## src/rtl/mem_arb.sv

```systemverilog
// Two-requester SRAM arbiter, round-robin (fixed priority to requester 0 when MEM_ARB_FIXED_PRIO_EN is defined).
// GNT 1 cycle after sampling, RVALID 3 cycles after; requests are only sampled while idle (BUSY low).
module mem_arb #(
    parameter int AW = 16,
    parameter int DW = 8
) (
    input  logic          CLK,
    input  logic          RST,
    input  logic          REQ0,
    input  logic          REQ1,
    input  logic          WE0,
    input  logic          WE1,
    input  logic [AW-1:0] ADDR0,
    input  logic [AW-1:0] ADDR1,
    input  logic [DW-1:0] WDATA0,
    input  logic [DW-1:0] WDATA1,
    output logic          GNT0,
    output logic          GNT1,
    output logic          RVALID0,
    output logic          RVALID1,
    output logic [DW-1:0] RDATA,
    output logic          BUSY,
    output logic          MEM_CE,
    output logic          MEM_CSB,
    output logic          MEM_WEB,
    output logic          MEM_OEB,
    output logic [AW-1:0] MEM_ADDR,
    output logic [DW-1:0] MEM_IDATA,
    input  logic [DW-1:0] MEM_ODATA
);

    typedef enum logic [1:0] {
        IDLE   = 2'd0,
        ACCESS = 2'd1,
        RDWAIT = 2'd2
    } state_t;

    state_t        state;
    state_t        state_nxt;
    logic          grant;
    logic          win;
    logic          cur;
    logic          cur_we;
    logic          sel_we;
    logic [AW-1:0] sel_addr;
    logic [DW-1:0] sel_wdata;

`ifndef MEM_ARB_FIXED_PRIO_EN
    logic          last;
`endif

    // Winner selection: with a tie, round-robin picks whoever was not granted last.
    always_comb begin
`ifdef MEM_ARB_FIXED_PRIO_EN
        win = ~REQ0;
`else
        win = (REQ0 & REQ1) ? ~last : REQ1;
`endif
        sel_we    = win ? WE1    : WE0;
        sel_addr  = win ? ADDR1  : ADDR0;
        sel_wdata = win ? WDATA1 : WDATA0;
    end

    always_comb begin
        state_nxt = state;
        grant     = 1'b0;
        case (state)
            IDLE: begin
                if (REQ0 | REQ1) begin
                    grant     = 1'b1;
                    state_nxt = ACCESS;
                end
            end
            ACCESS:  state_nxt = cur_we ? IDLE : RDWAIT;
            RDWAIT:  state_nxt = IDLE;
            default: state_nxt = IDLE;
        endcase
    end

    always_ff @(posedge CLK or posedge RST) begin
        if (RST) begin
            state <= IDLE;
        end else begin
            state <= state_nxt;
        end
    end

    assign BUSY = (state != IDLE);

    // Strobes and grant pulses are registered at the sampling edge so they
    // are valid for exactly the ACCESS cycle; address/data simply hold after.
    always_ff @(posedge CLK or posedge RST) begin
        if (RST) begin
            GNT0      <= 1'b0;
            GNT1      <= 1'b0;
            RVALID0   <= 1'b0;
            RVALID1   <= 1'b0;
            RDATA     <= '0;
            MEM_CE    <= 1'b0;
            MEM_CSB   <= 1'b1;
            MEM_WEB   <= 1'b1;
            MEM_OEB   <= 1'b1;
            MEM_ADDR  <= '0;
            MEM_IDATA <= '0;
            cur       <= 1'b0;
            cur_we    <= 1'b0;
`ifndef MEM_ARB_FIXED_PRIO_EN
            last      <= 1'b1;
`endif
        end else begin
            GNT0    <= 1'b0;
            GNT1    <= 1'b0;
            RVALID0 <= 1'b0;
            RVALID1 <= 1'b0;
            MEM_CE  <= 1'b0;
            MEM_CSB <= 1'b1;
            MEM_WEB <= 1'b1;
            MEM_OEB <= 1'b1;
            if (grant) begin
                cur       <= win;
                cur_we    <= sel_we;
                MEM_ADDR  <= sel_addr;
                MEM_IDATA <= sel_wdata;
                MEM_CE    <= 1'b1;
                MEM_CSB   <= 1'b0;
                MEM_WEB   <= ~sel_we;
                MEM_OEB   <= sel_we;
                GNT0      <= ~win;
                GNT1      <= win;
`ifndef MEM_ARB_FIXED_PRIO_EN
                last      <= win;
`endif
            end
            if (state == RDWAIT) begin
                RDATA   <= MEM_ODATA;
                RVALID0 <= ~cur;
                RVALID1 <= cur;
            end
        end
    end

endmodule

```

## config.mk

```make
export PLATFORM = sky130hd
export DESIGN_NAME = mem_arb
export DESIGN_NICKNAME = d
export VERILOG_FILES = /design/src/rtl/mem_arb.sv
export SDC_FILE = /design/constraint.sdc
export NUM_CORES = 1
export LEC_CHECK = 0
export CAP_MARGIN = 10
export CORE_ASPECT_RATIO = 1.5
export CORE_MARGIN = 2
export CORE_UTILIZATION = 39
export CTS_CLUSTER_DIAMETER = 80
export DETAILED_ROUTE_END_ITERATION = 12
export PLACE_DENSITY = 0.81
export REMOVE_ABC_BUFFERS = 1
export SLEW_MARGIN = 5
export SYNTH_ARGS = -nofsm -noshare
export SYNTH_HDL_FRONTEND = slang
export SYNTH_SLANG_ARGS = --single-unit
export TNS_END_PERCENT = 1
```

## constraint.sdc

```tcl
create_clock -name CLK -period 2.75 [get_ports CLK]
set_input_delay 0.55 -clock CLK [delete_from_list [all_inputs] [get_ports CLK]]
set_output_delay 0.55 -clock CLK [all_outputs]
set_load 0.02 [all_outputs]
```

# [Word level (Yosys, flattened, before mapping)]
# Cells that the tools add are included.
[totals] reg_bits=45 latch_bits=0 ramBits=0 mem_bits_ro=0 output_inout_bits=41 elab_cells=43 memories=0
[op_classes] addsub=0 mul=0 div=0 magnitude_cmp=0 n_eq_ne=3 shifts=0 n_mux=17 bitwise=6 n_reduce_logical=2
[op_table] op="2-to-1 mux 16 bit" count=1
[op_table] op="2-to-1 mux 1 bit" count=12
[op_table] op="2-to-1 mux 8 bit" count=1
[op_table] op="2-to-1 mux 2 bit" count=2
[op_table] op="inverter 1 bit" count=4
[op_table] op="case mux 2 bit (2 select lines)" count=1
[op_table] op="== test 2 x 1 -> 1 bit, second input constant" count=1
[op_table] op="== test 2 bit, second input constant" count=1
[op_table] op="zero test 2 bit" count=1
[op_table] op="inequality test 2 bit, second input constant" count=1
[op_table] op="nonzero test 2 bit" count=1
[op_table] op="AND 1 bit" count=1
[op_table] op="bitwise OR 1 bit" count=1

# [Logic depth before layout (Yosys ltp)]
# Gate-level depths: netlist of the first run.
[depth] depth_word=5 mapped_depth=6

# [Worst setup path after synthesis of the first run]
# No wires, ideal clock.
[synth_path] path_type="input to register" startpoint="input port REQ0" endpoint="register MEM_ADDR[13]" setup_time_ps=126 arrival_ps=1466 required_time_ps=2624 setup_slack_ps=1159 stages=5 n_path_buf=2 cell_sequence="or2_1 buf_4 and3_4 buf_6 a221o_1"
[synth_between] elab_chain_len=3 word_cells_on_any_way=6 cone_classes="mux: 4; bitwise: 2"
[synth_rtl] element="from (decl)" line="9" text="input logic REQ0,"
[synth_rtl] element="AND 1 bit or bitwise OR 1 bit (tied branches)" line="57, 69"
[synth_rtl] element="2-to-1 mux 1 bit (on tied branches)" line="57, 69"
[synth_rtl] element="2-to-1 mux 16 bit or 2-to-1 mux 1 bit (tied branches)" line="60, 67"
[synth_rtl] element="to (signal assigned)" line="122" text="MEM_ADDR <= sel_addr;"
[synth_rtl] element="to (decl)" line="27" text="output logic [AW-1:0] MEM_ADDR,"
# Several ways; a longest one is shown, not always the timed one.
# A chain may end at the register's enable or synchronous reset.

# [Worst setup path after layout of the first run]
[layout_path] startpoint="input port REQ0" endpoint="register MEM_ADDR[4]"
# The elaborated chain is that of the path after synthesis.

==> results of run 1 <==
==> logic make-up (layout without fill, tap and decap cells) <==
group / Yosys count / in the layout / share of synthesized area
AND/OR/NAND/NOR: 50 / 50 / 0.1246
AO/OA/AOI/OAI: 45 / 45 / 0.1616
flip-flops: 45 / 45 / 0.6088
multiplexers: 9 / 9 / 0.05387
buffers and inverters: 18 / 120 / 0.05118
==> per-stage QoR <==
step / util / cells / setup WS, ns / total power [mW]
6_report: 0.6702 / 333 / 0.6309 / 3.415
5_1_grt: 0.6702 / 333 / 0.4890 / 3.622
4_1_cts: 0.6702 / 333 / 0.6173 / 3.454
3_5_place_dp: 0.6438 / 325 / 0.3044 / 2.929
3_3_place_gp: 0.6438 / 325 / 0.4136 / 2.872
2_1_floorplan: - / 154 / 0.8948 / 2.060
==> worst paths after layout <==
kind	startpoint	endpoint	slack, ns	cells past startpoint
min in group asynchronous	RST	MEM_ADDR[15]$_DFFE_PP0P_	0.54	2
worst max register to register	state[1]$_DFFE_PP0P_	MEM_ADDR[4]$_DFFE_PP0P_	0.88	5
worst min register to register	cur$_DFFE_PP0P_	RVALID0$_DFF_PP0_	0.42	1
worst min-delay path	cur$_DFFE_PP0P_	RVALID0$_DFF_PP0_	0.42	1
max in group asynchronous	RST	MEM_OEB$_DFF_PP1_	1.61	3
worst max-delay path	REQ0	MEM_ADDR[4]$_DFFE_PP0P_	0.63	6
==> Yosys cell counts <==
cell / count
dfrtp_1: 41
nand2_1: 32
a21oi_1: 17
a31oi_1: 15
a221o_1: 9
and3_1: 9
mux2_2: 8
buf_2: 7
dfstp_2: 4
buf_4: 3
inv_2: 3
nor2_1: 3
clkbuf_1: 2
inv_1: 2
nand2b_1: 2
a21bo_1: 1
a21boi_1: 1
a21o_1: 1
and3_4: 1
buf_6: 1
mux2i_1: 1
nor2_2: 1
nor3b_1: 1
o22ai_1: 1
or2_1: 1
==> routing by layer <==
metal	global-route usage	share of wire	vias up
met5	0	0	-
met4	0.07475	0.020	0
met3	0.06433	0.080	10
met2	0.3182	0.51	89
met1	0.2250	0.39	769
li1	-	-	789
==> registers in the layout, summed over array words and instances, names as in the netlist <==
| register | count |
|---|---|
| MEM_ADDR | 16 |
| MEM_IDATA | 8 |
| RDATA | 8 |
| state | 2 |
| GNT0 | 1 |
| GNT1 | 1 |
| MEM_CE | 1 |
| MEM_CSB | 1 |
| MEM_OEB | 1 |
| MEM_WEB | 1 |
| RVALID0 | 1 |
| RVALID1 | 1 |
| cur | 1 |
| cur_we | 1 |
| last | 1 |
==> cell type report <==
cell class / count / area [um^2]
fill: 372 / 1498
sequential: 45 / 1131
timing repair buffer: 107 / 1059
multi-input combinational: 104 / 635.6
clock buffer: 6 / 82.58
tap: 64 / 80.08
clock inverter: 2 / 37.54
inverter: 5 / 18.77
==> report_power, final <==
group	switching [mW]	total [mW]	internal, mW
logic	0.887	1.74	0.850
clock network	0.216	0.512	0.295
registers	0.170	1.17	0.997
total	1.27	3.42	2.14
==> worst max-delay path, stage by stage <==
cell and delay (ns):
clkdlybuf4s50_1 0.46, or2_1 0.25, buf_4 0.19, nand2_1 0.38, inv_2 0.26, a31oi_1 0.23
==> flow_metrics.tcl, run 1 <==
set metrics [dict create \
    outcome "finished clean" \
    firstDrtPassIters 4 \
    hold_slack_ns 0.4205 \
    postCtsHoldBufs 0 \
    ys_seq_area_frac 0.6088 \
    portBuffers 102 \
    vias_per_cell 4.976 \
    clk_pin_slew_ns 0.08 \
    clk_latency_ns 0.29 \
    skew_ns 0.006235 \
    totalWireLength_um 4726 \
    layout-drive-gt1-share 0.1190 \
    die_x_um 60.36 \
    n_antenna_cell 0 \
    hold_viol 0 \
    grt_overflow_total 0 \
    ctsResizeCount 0 \
    cts-buffers-inserted 5 \
    drcViolationCount 0 \
    syn2layout_area_growth_pct 63.84 \
    cts.path.max_buffers 2 \
    vdd_drop_max_v 0.0005461 \
    die_y_um 88.54 \
    crit_fanout 20 \
    power.density_nw_per_um2 1122 \
    syn_inst 167 \
    worstSetupPathType "input port to flop" \
    cts_tree "built" \
    maxCapViolCount 0 \
    htree_levels 2 \
    initial_core_util 0.4091 \
    grt_pass1_wl_um 7534 \
    core-area_um2 4542 \
    design_area_um2 3044 \
    slew_headroom 0.6115 \
    clock_sinks 45 \
    synth_top_cell_by_area "dfrtp_1" \
    avgSynthCellArea_um2 11.13 \
    grt_max_degree 28 \
    synth.area.top_cells "dfrtp_1, nand2_1, dfstp_2, a31oi_1, a221o_1" \
    core.rowCount 30 \
    max_clock_freq_mhz 471.9 \
    final_cell_mix "clkdlybuf4s50_1, dfrtp_1, nand2_1, a21oi_1, a31oi_1" \
    ys_types 25 \
    design.die.area_um2 5344 \
    antenna_found_initial 0 \
    syn_area_um2 1858 \
    io_pins 103 \
    cp.arrival_ns 2.33 \
    nets 330 \
    drtIter0Drc 62 \
    rsz0062_at_grt "no" \
    cts_root_buf "clkbuf_8" \
    routedWlPerCell_um 14.19 \
    grt_pass1_vias 1625 \
    leakagePower_nw 1.307 \
    tightest_slew_ns 0.5827 \
    setup_viol 0 \
    drtAntennaViolNets 0 \
    post_cts_buffers 0 \
    tns_ns 0 \
    synth_top_area_frac 0.5522 \
    cp-start-kind "input port" \
    gr-usage-all-layers 0.1914 \
    dp_hpwl_um 3484 \
    post-route-period-util 0.7706 \
    place_area_um2 2924 \
    drv_slew 0 \
    hold_class "flop to flop" \
    dr_total_vias 1657 \
    end_kind "flop" \
    period_minus_slack_ns 2.119 \
    gp_congestion 0.7325 \
    synth_seq_cells 45 \
    crit_required_ns 2.96 \
    synth_warnings 0 \
    layout_commonest_cell "clkdlybuf4s50_1" \
]
(Power assumes the default switching activity.)
==> run 2, diff against run 1 <==
Settings changed: CORE_UTILIZATION 39 to 38, PLACE_DENSITY 0.81 to 0.79.
Clock period 2.75 ns to 2 ns, I/O delays scaled along.
==> run 2 against run 1 <==
Clock skew up 0.0040 ns. Non-clock buffer count up 6. Power rose by 37%. Wire length rose by 1.2%. Utilization decreased by 2.6 points. Cell count rose by 2.1%. Worst setup slack worse by 0.51 ns. Critical path depth decreased by 3. Register-to-register slack got worse by 0.44 ns. Sequential share of layout area down 0.38 points. Critical path type is now flop to primary output. Largest power group unchanged.
==> flow_metrics.tcl, run 2 (synthesized netlist as in run 1, its figures left out) <==
set metrics [dict create \
    core.rowCount 31 \
    grt_overflow_total 0 \
    rsz0062_at_grt "no" \
    initial_core_util 0.3895 \
    seqPwrFrac 0.340 \
    hold_slack_ns 0.3721 \
    ctsResizeCount 0 \
    gr-usage-all-layers 0.1934 \
    use_met3 0.05587 \
    top_register "MEM_ADDR" \
    slew_headroom 0.7153 \
    portBuffers 102 \
    postCtsHoldBufs 0 \
    largest_reg_flops 16 \
    crit_fanout 3 \
    nets 336 \
    grt_pass1_vias 1780 \
    drtAntennaViolNets 0 \
    top_usage_layer "met2" \
    worstSetupPathType "flop to primary output" \
    critPathMaxStageDelay_ns 0.55 \
    vias_per_cell 4.912 \
    crit_cells 3 \
    drv_slew 0 \
    outcome "finished clean" \
    dp_hpwl_um 3612 \
    drcViolationCount 0 \
    htree_levels 2 \
    leakagePower_nw 1.332 \
    gp_congestion 0.7050 \
    layout_commonest_cell "clkdlybuf4s50_1" \
    reg.largest.list "MEM_ADDR: 16 flops, MEM_IDATA: 8 flops, RDATA: 8 flops" \
    pwr-share-clk 0.139 \
    cts_tree "built" \
    hold_viol 0 \
    reg2reg_depth 5 \
    met2_usage 0.3385 \
    vdd_drop_max_v 0.0006444 \
    gr-usage-met1 0.2164 \
    clock_sinks 45 \
    cts.path.max_buffers 2 \
    p_int_mw 2.944 \
    syn2layout_area_growth_pct 65.52 \
    clk_latency_ns 0.30 \
    design.die.area_um2 5477 \
    io_pins 103 \
    firstDrtPassIters 4 \
    critical-path-slowest-cell "clkdlybuf4s50_1" \
    grt_max_degree 21 \
    power.density_nw_per_um2 1520 \
    die_y_um 89.64 \
    antenna_found_initial 0 \
    setup_viol 0 \
    period_minus_slack_ns 1.883 \
    post_cts_buffers 0 \
    cp-start-kind "flop" \
    max_clock_freq_mhz 531.1 \
    switchingPower_mw 1.731 \
    cp.arrival_ns 1.48 \
    comb_power_share 0.520 \
    drtIter0Drc 64 \
    tightest_slew_ns 0.4270 \
    crit_required_ns 1.60 \
    dr_total_vias 1670 \
    end_kind "primary output" \
    grt_pass1_wl_um 7824 \
    critPathTopFamily "buffers and inverters" \
    totalWireLength_um 4783 \
    cp.buffers_inverters 2 \
    final_cell_mix "clkdlybuf4s50_1, dfrtp_1, nand2_1, a21oi_1, a31oi_1" \
    layout-drive-gt1-share 0.1350 \
    skew_ns 0.01024 \
    maxCapViolCount 0 \
    tns_ns 0 \
    hold_class "input port to asynchronous set/reset pin" \
    die_x_um 61.10 \
    core-area_um2 4771 \
    clk_pin_slew_ns 0.09 \
    routedWlPerCell_um 14.07 \
    post-route-period-util 0.9414 \
    switching_share 0.3703 \
    cts_root_buf "clkbuf_8" \
    n_antenna_cell 0 \
    crit_chain "nor2_2, inv_2, clkdlybuf4s50_1" \
    cts-buffers-inserted 5 \
]
[run 2: cell count changes in the layout (fill, tap and decap cells not counted)]
cell / previous run / this run
clkbuf_8: 6 / 5
buf_4: 5 / 11
clkinvlp_4: 1 / 0
clkinv_2: 0 / 1
[run 2: cell type report]
cell class | count | area (um^2)
clock buffer | 5 | 68.82
clock inverter | 2 | 35.03
fill | 412 | 1695
inverter | 5 | 18.77
multi-input combinational | 104 | 635.6
sequential | 45 | 1131
tap | 66 | 82.58
timing repair buffer | 113 | 1104
[run 2: stage by stage]
stage	instance area, um^2	utilization	setup slack (ns)	std cells	total power, mW
6_report	3075	0.6446	0.1172	340	4.675
2_1_floorplan	1782	-	0.1448	154	2.833
3_3_place_gp	2972	0.6229	0.1433	333	4.000
4_1_cts	3075	0.6446	0.1012	340	4.734
5_1_grt	3075	0.6446	0.02832	340	4.982
3_5_place_dp	2972	0.6229	0.08889	333	4.071
[run 2: worst register-to-register path, cell delays in order, from the launching register on]
cell	delay (ns)
dfrtp_1	0.40
nor2_2	0.18
buf_4	0.19
nand2_1	0.13
buf_4	0.20
a221o_1	0.35
[run 2: power groups by stage]
stage               logic, mW  clock network (mW)  registers [mW]
floorplan               0.764                   0            2.07
global placement         2.41                   0            1.59
detailed placement       2.46                   0            1.61
CTS                      2.47               0.673            1.60
global route             2.64               0.701            1.64
finish                   2.43               0.651            1.59
[run 2: layer usage]
| metal | share of wire | vias up |
|---|---|---|
| met1 | 0.38 | 791 |
| li1 | - | 802 |
| met4 | 0.017 | 0 |
| met2 | 0.53 | 69 |
| met3 | 0.073 | 8 |
| met5 | 0 | - |
[run 2: path summary, 6_finish.rpt]
| path | from | endpoint | slack (ns) |
|---|---|---|---|
| min | RST | GNT0$_DFF_PP0_ | 0.37 |
| max reg2reg | state[1]$_DFFE_PP0P_ | MEM_ADDR[14]$_DFFE_PP0P_ | 0.44 |
| min in group CLK | cur$_DFFE_PP0P_ | RVALID0$_DFF_PP0_ | 0.44 |
| max | state[1]$_DFFE_PP0P_ | BUSY | 0.12 |
| max in group asynchronous | RST | MEM_WEB$_DFF_PP1_ | 1.09 |
| min reg2reg | cur$_DFFE_PP0P_ | RVALID0$_DFF_PP0_ | 0.44 |
==> run 3, diff against run 2 <==
Settings changed: GPL_TIMING_DRIVEN set to 0, RECOVER_POWER set to 50.
==> run 3 against run 2 <==
Count of clock-buffer cells in the layout unchanged. Critical path depth unchanged. Maximum frequency about the same. Design area decreased by 0.53%. Cell count decreased by 1.8%. Hold slack improved by 0.066 ns. Critical path type unchanged. Largest cell class unchanged. Largest power group unchanged.
==> flow_metrics.tcl, run 3 (synthesized netlist as in run 1, its figures left out) <==
set metrics [dict create \
    switching_share 0.3746 \
    p_int_mw 2.923 \
    cts_tree "built" \
    clk_pin_slew_ns 0.08 \
    design.die.area_um2 5477 \
    hold_viol 0 \
    drtIter0Drc 73 \
    design_area_um2 3059 \
    power.density_nw_per_um2 1528 \
    postCtsHoldBufs 0 \
    firstDrtPassIters 4 \
    max_clock_freq_mhz 530.8 \
    crit_fanout 4 \
    dr_total_vias 1634 \
    hold_class "flop to flop" \
    syn2layout_area_growth_pct 64.65 \
    drcViolationCount 0 \
    cp.arrival_ns 1.48 \
    tightest_slew_ns 0.7684 \
    critical-path-slowest-cell "clkdlybuf4s50_1" \
    reg.largest.list "MEM_ADDR: 16 flops, MEM_IDATA: 8 flops, RDATA: 8 flops" \
    io_pins 103 \
    layout_setup_ws_ns 0.1162 \
    largest_reg_flops 16 \
    seqPwrFrac 0.342 \
    outcome "finished clean" \
    gr-usage-all-layers 0.1927 \
    grt_pass1_vias 1639 \
    top_register "MEM_ADDR" \
    vdd_drop_max_v 0.0008194 \
    grt_overflow_total 0 \
    htree_levels 2 \
    tns_ns 0 \
    post-route-util 0.6412 \
    rsz0062_at_grt "no" \
    fin_cells 334 \
    clk_latency_ns 0.29 \
    die_x_um 61.10 \
    grt_pass1_wl_um 7824 \
    core.rowCount 31 \
    crit_required_ns 1.60 \
    drv_slew 0 \
    worstSetupPathType "flop to primary output" \
    placedCellCount 324 \
    switchingPower_mw 1.751 \
    drtAntennaViolNets 0 \
    core-area_um2 4771 \
    cts.path.max_buffers 2 \
    comb_power_share 0.519 \
    portBuffers 102 \
    gp_congestion 0.6867 \
    cts_root_buf "clkbuf_8" \
    layout_commonest_cell "clkdlybuf4s50_1" \
    n_antenna_cell 0 \
    slew_headroom 0.4872 \
    leakagePower_nw 1.323 \
    vias_per_cell 4.892 \
    grt_max_degree 28 \
    totalWireLength_um 4765 \
    dp_hpwl_um 3388 \
    place_area_um2 2924 \
    initial_core_util 0.3895 \
    setup_viol 0 \
    maxCapViolCount 0 \
    skew_ns 0.003948 \
    final_cell_mix "clkdlybuf4s50_1, dfrtp_1, nand2_1, a21oi_1, a31oi_1" \
    crit_chain "nor2_4, inv_2, clkdlybuf4s50_1" \
    end_kind "primary output" \
    critPathMaxStageDelay_ns 0.61 \
    pwr-share-clk 0.138 \
    layout-drive-gt1-share 0.1194 \
    antenna_found_initial 0 \
    pre_cts_ws_ns -0.7350 \
    cts-buffers-inserted 5 \
    clock_sinks 45 \
    die_y_um 89.64 \
    nets 330 \
    post-route-period-util 0.9419 \
    cp-start-kind "flop" \
    routedWlPerCell_um 14.27 \
    period_minus_slack_ns 1.884 \
]
==> run 3: cell types whose count changed in the layout (fill, tap and decap cells not counted), sizes merged <==
cell / delta
buf: -7
clkdlybuf4s50: -7
nor2: +1
dlygate4sd3: +7
==> run 3: worst max-delay path: cells and delay by family, from the launching register on <==
kind,cells,cell delay (ns)
buf+inv,2,0.67
simple gates,1,0.05
flops,1,0.47
==> run 3: path summary, 6_finish.rpt <==
check	startpoint	endpoint	slack, ns	cells past startpoint
setup reg to reg	last$_DFFE_PP1P_	MEM_ADDR[13]$_DFFE_PP0P_	0.32	3
max in group asynchronous	RST	MEM_OEB$_DFF_PP1_	0.63	3
setup / recovery	state[1]$_DFFE_PP0P_	BUSY	0.12	3
hold reg to reg	cur$_DFFE_PP0P_	RVALID0$_DFF_PP0_	0.44	1
hold / removal	cur$_DFFE_PP0P_	RVALID0$_DFF_PP0_	0.44	1
min in group asynchronous	RST	MEM_IDATA[7]$_DFFE_PP0P_	0.69	2
==> run 3: what timing repair did <==
action / in CTS / in global routing
setup buffers: 2 / 0
gates resized for setup: 4 / 0
setup endpoints to repair: 33 / 0
==> run 3: final cells by class <==
| cell class | instances | area (um^2) |
|---|---|---|
| fill | 402 | 1712 |
| sequential | 45 | 1131 |
| timing repair buffer | 106 | 1071 |
| multi-input combinational | 105 | 649.4 |
| tap | 66 | 82.58 |
| clock buffer | 5 | 68.82 |
| clock inverter | 2 | 35.03 |
| inverter | 5 | 21.27 |
==> run 3: routing by layer <==
metal	GRT usage	part of all wire	wire (um)
met5	0	0	0
met4	0.05929	0.015	72
met3	0.05014	0.063	299
met2	0.3201	0.51	2443
met1	0.2428	0.41	1950
==> run 3: power groups by stage <==
stage | sequential (mW) | combinational, mW | clock [mW]
floorplan | 2.07 | 0.764 | 0
global placement | 1.58 | 2.35 | 0
detailed placement | 1.60 | 2.40 | 0
CTS | 1.61 | 2.48 | 0.663
global route | 1.67 | 2.62 | 0.707
finish | 1.60 | 2.43 | 0.647
==> run 3: per-stage QoR <==
stage	power [mW]	hold slack, ns
after detailed placement	4.000	0.4156
after global routing	4.989	0.4517
after floorplan	2.833	0.4032
final	4.673	0.4376
after CTS	4.745	0.4281
after global placement	3.929	0.4067
==> patch 1, RTL diff (settings of run 1) <==
Encoding of `state_t`: now one-hot (3 bits for 3 states).
--- a/src/rtl/mem_arb.sv
+++ b/src/rtl/mem_arb.sv
@@ -31,6 +31,6 @@
 
-    typedef enum logic [1:0] {
-        IDLE   = 2'd0,
-        ACCESS = 2'd1,
-        RDWAIT = 2'd2
+    typedef enum logic [2:0] {
+        IDLE   = 3'b001,
+        ACCESS = 3'b010,
+        RDWAIT = 3'b100
     } state_t;
Function: no difference found for any inputs over 10 cycles, from zero or initial values and one cycle with RST high; not proved beyond that.
==> patch 1 against run 1 <==
- critical path depth is 3 lower
- worst setup slack worse by 0.19 ns
- total power is 3.7% lower
- sequential share of layout area is 0.32 points lower
- sequential cell count is 1 higher
- largest cell class unchanged
- area after synthesis is 4.8% higher
- design area is 3.2% higher
- routed wire length is 7.1% higher
- largest power group unchanged
- critical path type is now reg2out
==> patch 1: results (changes against run 1) <==
Clock tree
  • CTS sink cnt: 46 (+2.2%)

Power and ir drop
  • Switch Pwr: 1.19 mW (-6.3%)
  • Sequential Power Share: 0.349 (+0.007)
  • Power Internal: 2.10 mW (-2.1%)
  • Clk pwr share: 0.148 (-0.002)
  • Pleak: 1.34 nW (+2.1%)

Worst setup path
  • Worst R2R End: MEM_IDATA[5]
  • Worst setup SP type: register
  • CP peak stage delay: 0.54 ns (+0.08 ns)
  • CP Data Arrival Time: 1.76 ns (-0.57 ns)
  • Crit path to: BUSY
  • Reg2reg setup slack: 0.73 ns (-0.15 ns)
  • CP max FO: 5 (-75%)
  • Slowest CP cell: dfstp_2
  • Worst r2r src: state[0]
  • Delay-heaviest family, CP: buffers and inverters

STA
  • Skew final: 0.00574 ns (-0.000495 ns)
  • Slew @ Worst Pin: 0.605 ns (+0.0225 ns)
  • FMAX: 433 MHz (-8.3%)
  • WHS: 0.445 ns (+0.0248 ns)

Placement
  • RD Place Congestion: 0.713 (-2.7%)
  • Dpl hpwl: 3820 µm (+9.6%)
  • Setup slack at placement: 0.514 ns (+0.209 ns)
  • Placed Area: 3030 µm² (+3.7%)
  • Placed instance count: 327 (+0.62%)

Route
  • Routed len/inst: 15.1 µm (+6.5%)
  • Number of DRC markers in iteration 0: 63 (+1.6%)
  • DR vias: 1,676 (+1.1%)

Final layout
  • Fillers: 410 (+10%)
  • Count of multi-input gates: 98 (-5.8%)
  • Multi-input gate area: 684 µm² (+7.7%)
  • Layout cells sized above 1: 0.130 (+0.0112)
  • Signal buf overhead: 0.344 (-0.00363)
  • Proportion of cell area occupied by registers: 0.368 (-0.00318)
  • Area growth syn-to-layout: 61.4%
  • Biggest regs: MEM_ADDR: 16 flops, MEM_IDATA: 8 flops, RDATA: 8 flops
  • Non-filler cells, final: 335 (+0.60%)
  • Non-clock inverters: 7 (+2)
  • ClkCell Share: 0.0350 (-0.00441)
  • Dominant kind of cell: sequential cells
  • Buffers, non-clock: 110 (+2.8%)

Global route
  • Global-route wire length before repair: 8220 µm (+9.2%)
  • Tot GR Track Use: 0.196 (+0.00436)
  • Number of global-route vias before repair: 1,795 (+10%)

Synthesis
  • Post-synth top cells: dfrtp_1 (41), nand2_1 (26), nor3_1 (25)
  • Post-Synthesis Cells: 165 (-1.2%)
  • Seq/Total Area, Yosys: 0.594 (-0.0143)
  • Mux cell area share after synthesis: 0.0463 (-0.00760)
  • Complex-gate fraction of the synthesized area: 0.154 (-0.00737)
  • Top cells by area, synth: dfrtp_1 (53%), a221o_1 (12%), dfstp_2 (6.7%)
  • Synthesized cell area: 1950 µm² (+4.8%)

Min path
  • Hold EP: state[2]
  • Worst Hold Launch: cur_we

Run status
  • Status: completed
-- patch 1: changes by cell type after synthesis, sizes merged, moves of 6 or more --
| cell | run 1 | this run |
|---|---|---|
| nor3 | 0 | 25 |
| a31oi | 15 | 0 |
| and3 | 10 | 0 |
| a221o | 9 | 24 |
| nand2 | 32 | 26 |
| a21oi | 17 | 0 |
-- patch 1: logic make-up (layout without fill, tap and decap cells) --
logic type / after synthesis / after routing
simple gates: 59 / 59
compound gates: 31 / 31
mux: 8 / 8
buf+inv: 21 / 125
flops: 46 / 46
-- patch 1: layer usage --
| layer | track usage | share of wire |
|---|---|---|
| met4 | 0.0426 | 0.010 |
| met3 | 0.0516 | 0.074 |
| met5 | 0 | 0 |
| met1 | 0.230 | 0.36 |
| met2 | 0.343 | 0.55 |
==> patch 2, RTL diff (settings of run 1) <==
Without the edit above. The option `MEM_ARB_FIXED_PRIO_EN` is turned on by a define.
--- a/src/rtl/mem_arb.sv
+++ b/src/rtl/mem_arb.sv
@@ -2,2 +2,4 @@
 // GNT 1 cycle after sampling, RVALID 3 cycles after; requests are only sampled while idle (BUSY low).
+`define MEM_ARB_FIXED_PRIO_EN
+
 module mem_arb #(
Check against the original RTL: not equivalent (a bounded check fails within 4 cycles, from zero or initial values and one cycle with RST high).
==> patch 2 against run 1 <==
- register-to-register slack better by 0.31 ns
- routed wire length down 4.8%
- worst setup slack better by 0.14 ns
- sequential cell count fell by 1
- via count shrank 7.5%
- critical path type is now reg2out
- total power shrank 2.3%
- area after synthesis grew 5.4%
- design area up 2.7%
- largest cell class unchanged
==> patch 2: results (changes against run 1) <==
Run status
  • Status: completed

Route
  • Met3 WL: 290 µm (-23%)
  • Met1 wire length: 1570 µm (-15%)
  • DR WL met2: 2560 µm (+6.3%)
  • Number of DRC markers in iteration 0: 31 (-50%)
  • Top Layer Used: met4
  • Routed len/inst: 13.9 µm (-1.8%)
  • DRT Pass-1 Iters: 4 (unchanged)
  • Routed wire length: 4500 µm (-4.8%)
  • DR vias: 1,532 (-7.5%)

Final layout
  • Layout cells sized above 1: 0.183 (+0.0639)
  • Final Net Count: 318 (-3.6%)

Placement
  • RD Place Congestion: 0.720 (-1.7%)
  • Port Buffers: 102 (unchanged)
  • Setup slack at placement: 0.544 ns (+0.239 ns)
  • Dpl hpwl: 3360 µm (-3.5%)
  • Placed Area: 3000 µm² (+2.7%)

Synthesis
  • Complex-gate fraction of the synthesized area: 0.163 (+0.00132)
  • Top_reg_cell synth: dfrtp_1
  • Synth Area per Inst: 12.7 µm² (+14%)
  • FFs w/ async S/R, synth: 1.00 (unchanged)
  • Seq/Total Area, Yosys: 0.564 (-0.0445)
  • Mux cell area share after synthesis: 0.179 (+0.125)
  • Top cells by area, synth: dfrtp_1 (52%), mux2i_1 (13%), a21oi_2 (8.5%)
  • Synth Area in XOR/XNOR: 0 (unchanged)
  • Netlist cell types: 20 (-20%)
  • Yosys warns: 0 (unchanged)
  • Post-synth top cells: dfrtp_1 (41), a21oi_1 (29), mux2i_1 (26)

Global route
  • Number of global-route vias before repair: 1,592 (-2.0%)
  • Initial antenna violation count: 0 (unchanged)
  • Global-route wire length before repair: 7400 µm (-1.7%)
  • M1 GR Usage: 0.197 (-0.0277)
  • Largest net degree at the start of global routing: 45 (+61%)
  • Met2 Usage GRT: 0.304 (-0.0138)
  • Met3 Usage GRT: 0.0473 (-0.0170)
  • Tot GR Track Use: 0.176 (-0.0154)

STA
  • WHS: 0.432 ns (+0.0119 ns)
  • Skew final: 0.00539 ns (-0.000845 ns)
  • Fin crit period: 1.97 ns (-0.144 ns)
  • Slew @ Worst Pin: 0.633 ns (+0.0499 ns)

Worst setup path
  • CP Data Arrival Time: 1.42 ns (-0.91 ns)
  • Reg2reg setup slack: 1.19 ns (+0.31 ns)
  • Worst r2r src: state[1]
  • Worst R2R End: MEM_ADDR[13]
  • CP max FO: 3 (-85%)
  • Reg2reg path depth: 5 (unchanged)

Power and ir drop
  • Maximum vdd drop: 0.000495 V (-9.3%)
  • Pleak: 1.31 nW (+0.11%)

Clock tree
  • H-tree levels: 2 (unchanged)
  • CTS max path bufs: 2 (unchanged)
  • Clock slew seen by the registers of the worst setup and hold paths: 0.08 ns (about the same)
  • Post-CTS Setup Repair Bufs: 0 (unchanged)

Min path
  • Hold depth: 1 (unchanged)
  • Hold Crit Class: reg2reg
  • Hold EP: RVALID0
  • Worst Hold Launch: cur
## patch 2: report_power, final
group,switching [mW],internal [mW],total (mW)
registers,0.159,0.959,1.12
clock network,0.218,0.297,0.515
logic,0.886,0.816,1.70
total,1.26,2.07,3.34
## patch 2: how the worst max path moves through the flow
stage / startpoint / endpoint
finish: state[1] / BUSY
global route: state[1] / BUSY
CTS: state[1] / BUSY
detailed placement: REQ1 / MEM_ADDR[13]
global placement: REQ1 / MEM_ADDR[13]
floorplan: REQ1 / MEM_ADDR[10]
## patch 2: layout make-up
class	instances	area, µm²
clock inverter	2	38.8
tap	66	82.6
inverter	5	21.3
timing repair buffer	106	1050
fill	399	1720
clock buffer	6	82.6
multi-input combinational	94	749
sequential	44	1100
## patch 2: worst max-delay path, stage by stage (launching register included)
cell	delay (ns)
dfrtp_1	0.43
nor2_4	0.12
inv_1	0.04
clkdlybuf4s50_1	0.54
